--- config.mk ---
export PLATFORM = sky130hd
export DESIGN_NAME = equiv_lock_detector
export DESIGN_NICKNAME = d
export VERILOG_FILES = /design/src/rtl/equiv_lock_detector.sv
export SDC_FILE = /design/constraint.sdc
export NUM_CORES = 1
export LEC_CHECK = 0
export BUFFER_PORTS_ARGS = -buffer_cell sky130_fd_sc_hd__buf_2
export CAP_MARGIN = 15
export CELL_PAD_IN_SITES_DETAIL_PLACEMENT = 1
export CELL_PAD_IN_SITES_GLOBAL_PLACEMENT = 2
export CORE_MARGIN = 1
export CORE_UTILIZATION = 36
export CTS_CLUSTER_SIZE = 28
export DETAILED_ROUTE_END_ITERATION = 10
export PLACE_DENSITY_LB_ADDON = 0.1
export SLEW_MARGIN = 5
export SYNTH_ARGS = -nofsm -noshare
export SYNTH_HDL_FRONTEND = slang
export SYNTH_SLANG_ARGS = --single-unit
--- constraint.sdc ---
create_clock -name clk -period 2.53 [get_ports clk]
set_input_delay 0.3795 -clock clk [delete_from_list [all_inputs] [get_ports clk]]
set_output_delay 0.3795 -clock clk [all_outputs]
set_load 0.01 [all_outputs]
--- src/rtl/equiv_lock_detector.sv ---
// Lock/unlock hysteresis on a valid-qualified equivalence flag, with a
// saturating mismatch counter for status readout.
module equiv_lock_detector #(
    parameter int unsigned LOCK_CNT   = 4,
    parameter int unsigned UNLOCK_CNT = 2,
    parameter int unsigned CNT_W      = 16
) (
    input  logic             clk,
    input  logic             rstN,
    input  logic             flag_valid,
    input  logic             equivalent,
    input  logic             clear,
    output logic             locked,
    output logic             lock_lost,
    output logic [1:0]       state,
    output logic [CNT_W-1:0] mismatch_total
);

    localparam int unsigned CTR_W = 8;
    localparam logic [CTR_W-1:0] LOCK_TGT   = CTR_W'(LOCK_CNT);
    localparam logic [CTR_W-1:0] UNLOCK_TGT = CTR_W'(UNLOCK_CNT);
    localparam logic [CNT_W-1:0] TOTAL_MAX  = {CNT_W{1'b1}};

    typedef enum logic [1:0] {
        ST_UNLOCKED  = 2'd0,
        ST_ACQUIRING = 2'd1,
        ST_LOCKED    = 2'd2,
        ST_HOLDOFF   = 2'd3
    } state_e;

    state_e             r_state;
    state_e             w_state_nxt;
    logic [CTR_W-1:0]   r_run;
    logic [CTR_W-1:0]   w_run_nxt;
    logic [CTR_W-1:0]   r_miss;
    logic [CTR_W-1:0]   w_miss_nxt;
    logic [CNT_W-1:0]   r_total;
    logic [CNT_W-1:0]   w_total_nxt;
    logic               r_locked;
    logic               w_locked_nxt;
    logic               r_lock_lost;
    logic               w_lock_lost_nxt;

    // State and counter registers
    always_ff @(posedge clk or negedge rstN) begin
        if (!rstN) begin
            r_state     <= ST_UNLOCKED;
            r_run       <= '0;
            r_miss      <= '0;
            r_total     <= '0;
            r_locked    <= 1'b0;
            r_lock_lost <= 1'b0;
        end else begin
            r_state     <= w_state_nxt;
            r_run       <= w_run_nxt;
            r_miss      <= w_miss_nxt;
            r_total     <= w_total_nxt;
            r_locked    <= w_locked_nxt;
            r_lock_lost <= w_lock_lost_nxt;
        end
    end

    // Next-state and next-output logic; clear overrides any sample
    always_comb begin
        w_state_nxt     = r_state;
        w_run_nxt       = r_run;
        w_miss_nxt      = r_miss;
        w_total_nxt     = r_total;
        w_locked_nxt    = r_locked;
        w_lock_lost_nxt = 1'b0;

        if (clear) begin
            w_state_nxt  = ST_UNLOCKED;
            w_run_nxt    = '0;
            w_miss_nxt   = '0;
            w_total_nxt  = '0;
            w_locked_nxt = 1'b0;
        end else if (flag_valid) begin
            if (!equivalent && (r_total != TOTAL_MAX)) begin
                w_total_nxt = r_total + CNT_W'(1);
            end

            case (r_state)
                ST_UNLOCKED: begin
                    if (equivalent) begin
                        w_state_nxt = ST_ACQUIRING;
                        w_run_nxt   = CTR_W'(1);
                    end
                end
                ST_ACQUIRING: begin
                    if (!equivalent) begin
                        w_state_nxt = ST_UNLOCKED;
                        w_run_nxt   = '0;
                    end else if ((r_run + CTR_W'(1)) == LOCK_TGT) begin
                        w_state_nxt  = ST_LOCKED;
                        w_locked_nxt = 1'b1;
                        w_run_nxt    = '0;
                    end else begin
                        w_run_nxt = r_run + CTR_W'(1);
                    end
                end
                ST_LOCKED: begin
                    if (!equivalent) begin
                        if (UNLOCK_TGT == CTR_W'(1)) begin
                            w_state_nxt     = ST_UNLOCKED;
                            w_locked_nxt    = 1'b0;
                            w_lock_lost_nxt = 1'b1;
                        end else begin
                            w_state_nxt = ST_HOLDOFF;
                            w_miss_nxt  = CTR_W'(1);
                        end
                    end
                end
                ST_HOLDOFF: begin
                    if (equivalent) begin
                        w_state_nxt = ST_LOCKED;
                        w_miss_nxt  = '0;
                    end else if ((r_miss + CTR_W'(1)) == UNLOCK_TGT) begin
                        w_state_nxt     = ST_UNLOCKED;
                        w_locked_nxt    = 1'b0;
                        w_lock_lost_nxt = 1'b1;
                        w_miss_nxt      = '0;
                    end else begin
                        w_miss_nxt = r_miss + CTR_W'(1);
                    end
                end
                default: begin
                    w_state_nxt = ST_UNLOCKED;
                end
            endcase
        end
    end

    assign locked         = r_locked;
    assign lock_lost      = r_lock_lost;
    assign state          = r_state;
    assign mismatch_total = r_total;

endmodule

Yosys cells after proc, flatten, opt, wreduce, memory -nomap -nowiden. Index checks and enable logic that the tools add are counted.

Flip-flop bits (word level): 36. Input bits: 5. Output and inout bits: 20. Logic and storage cells: 72.

Add/sub/neg operators: 3. Eq/ne operators: 14. Mux-type cells: 36. Reduce and logical (&&, ||, !) cells: 13.

Operator list (number): 2-to-1 mux 8 bit (10); 2-to-1 mux 16 bit (3); case mux 8 bit (2 select lines) (2); != test 3 bit (second input constant) (6); adder 16 x 1 -> 16 bit (second input constant) (1); adder 8 x 1 -> 8 bit (second input constant) (2); 2-to-1 mux 2 bit (8); != test 16 bit (second input constant) (1); 2-to-1 mux 1 bit (11); nonzero test 3 bit (3); == test 8 x 2 -> 1 bit (second input constant) (1); == test 8 x 3 -> 1 bit (second input constant) (1); != test 4 bit (second input constant) (2); case mux 2 bit (4 select lines) (1); AND reduction 3 bit (2); AND reduction 6 bit (1); AND reduction 5 bit (1); == test 2 bit (second input constant) (2); nonzero test 2 bit (2); == test 2 x 1 -> 1 bit (second input constant) (1); zero test 2 bit (1); case mux 1 bit (2 select lines) (1); AND reduction 2 bit (1); logical AND 1 bit (1); zero test 1 bit (1).

Depth between registers and ports, before layout.
Depth in word-level cells: 7. Depth in mapped cells: 7. Gate-level depth less buffers: 6.

Worst setup path after synthesis. Ideal clock, no wire load.

Path type: reg2reg. Start point: register r_total[0] (netlist: mismatch_total[0]). End point: register r_total[0] (netlist: mismatch_total[0]). Setup time: 0.125 ns. Arrival time: 1.789 ns. Required time: 2.405 ns. Path slack: 0.617 ns. Cell stages (with the launch flop): 7. Path buffers: 1. Clock period less this slack: 1.913 ns. Cell sequence: dfrtp_1 ha_1 nand4_1 nor3_1 a22o_1 buf_2 mux2_2.

Word-level cells in the longest chain between the ends: 4. Elaborated cells on any way between the ends: 8. Those cells by class: 1 x add/sub; 1 x eq/ne; 3 x mux; 3 x reduce/logical.

Ends and longest elaborated chain: from (decl) (line 37) `logic [CNT_W-1:0] r_total;`; from (signal assigned) (line 57) `r_total <= w_total_nxt;`; adder 16 x 1 -> 16 bit / != test 16 bit (equally long branches) (line 80, 79); 2-to-1 mux 16 bit / logical AND 1 bit (equally long branches) (line 79) `if (!equivalent && (r_total != TOTAL_MAX)) begin`; 2-to-1 mux 16 bit / nonzero test 2 bit (equally long branches); 2-to-1 mux 16 bit / AND reduction 2 bit (equally long branches).

Several ways; a longest one is shown, not always the timed one. The select of a mux whose other input is x is not followed. A chain may end at the register's enable or synchronous reset.

Worst setup path in the final report.
Start point: register r_total[0] (netlist: mismatch_total[0]). End point: register r_total[13] (netlist: mismatch_total[13]).

Same word-level chain as after synthesis.

==> impl_metrics.toml <==
[grt]
met1_usage_pct = 24.02
grt_usage_pct = 18.79
busiest_layer = "met2"
gr-usage-met3_pct = 3.068
antenna_found_initial = 0
grt_pass1_vias = 1928
grt_use_met2_pct = 32.03
grt_pass1_wl_um = 9335
grt_start_max_net_pins = 37
grt-ovfl-total = 0

[layout]
final_util_pct = 42.01
nFillCells = 723
drive_above_1_share_pct = 17.16
final_cell_area_mm2 = 0.002487
synthToLayoutAreaGrowth_pct = 12.57
fin_cells = 343
seqCellArea_um2 = 900.9
nets = 277
multi_input_area_mm2 = 0.001224
antenna_cells = 0

[yosys]
ys_top_cells_by_count = "dfrtp_1, nand2_1, o21ai_0, nor2_1, a21oi_1"
yosysTopAreaCell = "dfrtp_1"
ys.flop_type = "dfrtp_1"
ys_warn_count = 0
synth_nets = 253
synth_seq_area_share_pct = 40.77
synth_top_cell_area_share_pct = 40.77
netlist_area_mm2 = 0.002210
syn_inst = 243
yosysMostFrequentCell = "dfrtp_1"
async_reset_ff_share_pct = 100.0
yosys.cell_types.count = 53
ys_ff_latch = 36
ys_top_cells_by_area = "dfrtp_1, o21ai_0, a21oi_1"
synth_edf_count = 0
avgSynthCellArea_um2 = 9.093

[min_path]
hp-class = "primary input to asynchronous set/reset pin"

[timing]
rsz0062_at_grt = "false"
report.final.slew_viol_count = 0
fmax_mhz = 447.1
setup_violations = 0
finalWorstSetupSlack_ns = 0.2932
worst_pin_slew_ns = 0.8606
post-route-min-period_ns = 2.237
finClkSkew_ns = 0.006842
slew_headroom_pct = 42.62
finalHoldViolations = 0
fin_crit_sh_pct = 88.41
setup_tns_ns = 0

[drt]
drt_first_iter_violations = 53
num_vias = 1918
drt-total-wl_um = 5668
routed_via_density = 5.592
wl_per_cell_um = 16.52
drcViolationCount = 0
drt_pre_antenna_iters = 4
ant_nets = 0

[worst_setup_path]
path_cells = "ha_1 > nand4_1 > nor3_1 > a22o_1 > nor3b_1 > mux2_2"
critPathKind = "flop to flop"
crit_family = "simple AND/OR/NAND/NOR gates"
r2r_start = "mismatch_total[0]"
startpoint = "mismatch_total[0]"
required_ns = 2.72
cp.arrival_ns = 2.42
critPathSlowestCell = "a22o_1"
crit_path_max_fanout = 18
cp-start-kind = "flop"
worst-path-buf-inv = 0
slowest_delay_ns = 0.57
cp-end-kind = "flop"

[clocking]
clk_path_buf_depth = 2
hold_buffers = 0
htreeDepth = 2
cts_tree = "done"
clock-root-buffer = "clkbuf_8"
clkTransAtPathRegs_ns = 0.08
clock_latency_ns = 0.29
cts_setup_buffers = 0
cts_buffers = 5
clkSinkCount = 36
post_cts_resized = 0

[status]
status = "complete, no violations"

[floorplanning]
dieArea_mm2 = 0.006455
ios = 25
coreArea_mm2 = 0.005921
fp.dieH_um = 80.35
die_w_um = 80.35
start_util_pct = 37.32
rows = 28

[power_and_ir_drop]
ir_drop_mv = 0.1881
power.leakage_nw = 1.077
pwr_density_cell_mw_per_mm2 = 487.8

[job]
maxCapViolations = 0

[place]
dp_cells = 335
place.gp.congestion = 0.7329
placed_area_mm2 = 0.002380
io_buffers = 24
preCtsSetupSlack_ns = 0.2958
dp_hpwl_um = 3939
-- per-layer routing --
layer | share of wire (%) | wire (um)
met1 | 49 | 2787
met2 | 48 | 2709
met3 | 1.6 | 88
met4 | 1.5 | 83
met5 | 0 | 0
-- area by class of cell --
| cell class | instances | share of cell area [%] |
|---|---|---|
| Multi-Input combinational cell | 191 | 49.19 |
| Inverter | 7 | 1.056 |
| Clock inverter | 2 | 1.408 |
| Tap cell | 75 | 3.773 |
| Timing Repair Buffer | 26 | 5.433 |
| Sequential cell | 36 | 36.22 |
| Clock buffer | 6 | 2.917 |
-- path summary, 6_finish.rpt --
kind | endpoint | slack [ns] | cells after the start
worst max-delay path | mismatch_total[13] | 0.29 | 6
worst min-delay path | r_miss[2] | 0.19 | 1
worst max register to register | mismatch_total[13] | 0.29 | 6
worst min register to register | r_run[4] | 0.55 | 1
max in group asynchronous | r_run[6] | 1.79 | 1
min in group clk | mismatch_total[11] | 0.39 | 2
-- power by group --
group          switching [mW]  total, mW  leakage (nW)  internal, mW
Clock                   0.226      0.519        0.0552         0.293
Combinational          0.0630     0.0931         0.524        0.0301
Sequential             0.0160      0.601         0.498         0.585
-- cell usage in the layout, fill, tap and decap left out, drive strengths merged, types with 6 or more instances in the layout --
master	count
or3	7
clkbuf	6
dfrtp	36
buf	26
o211ai	6
a21oi	15
nand3	13
nand2	20
nor2	16
xnor2	7
inv	7
o31ai	8
o21ai	20
-- logic make-up after synthesis --
logic type / after synthesis / synth area share (%)
fa+ha+maj: 5 / 2.831
simple gates: 99 / 24.58
flops: 36 / 40.77
mux: 5 / 2.435
xor+xnor: 11 / 4.360
compound gates: 71 / 21.18
buf+inv: 16 / 3.850
-- flip-flops by register name (all words and copies together), names as in the netlist --
| register | count |
|---|---|
| state | 2 |
| r_miss | 8 |
| locked | 1 |
| lock_lost | 1 |
| r_run | 8 |
| mismatch_total | 16 |
-- stage by stage --
step / total power, mW / hold WS [ns]
after CTS: 1.231 / 0.2320
after global placement: 0.7063 / 0.5139
after global routing: 1.257 / 0.2607
final: 1.213 / 0.1896
after detailed placement: 0.7087 / 0.5400
after floorplan: 0.6638 / 0.08391
Note: power is estimated with default switching activity, not from simulation.
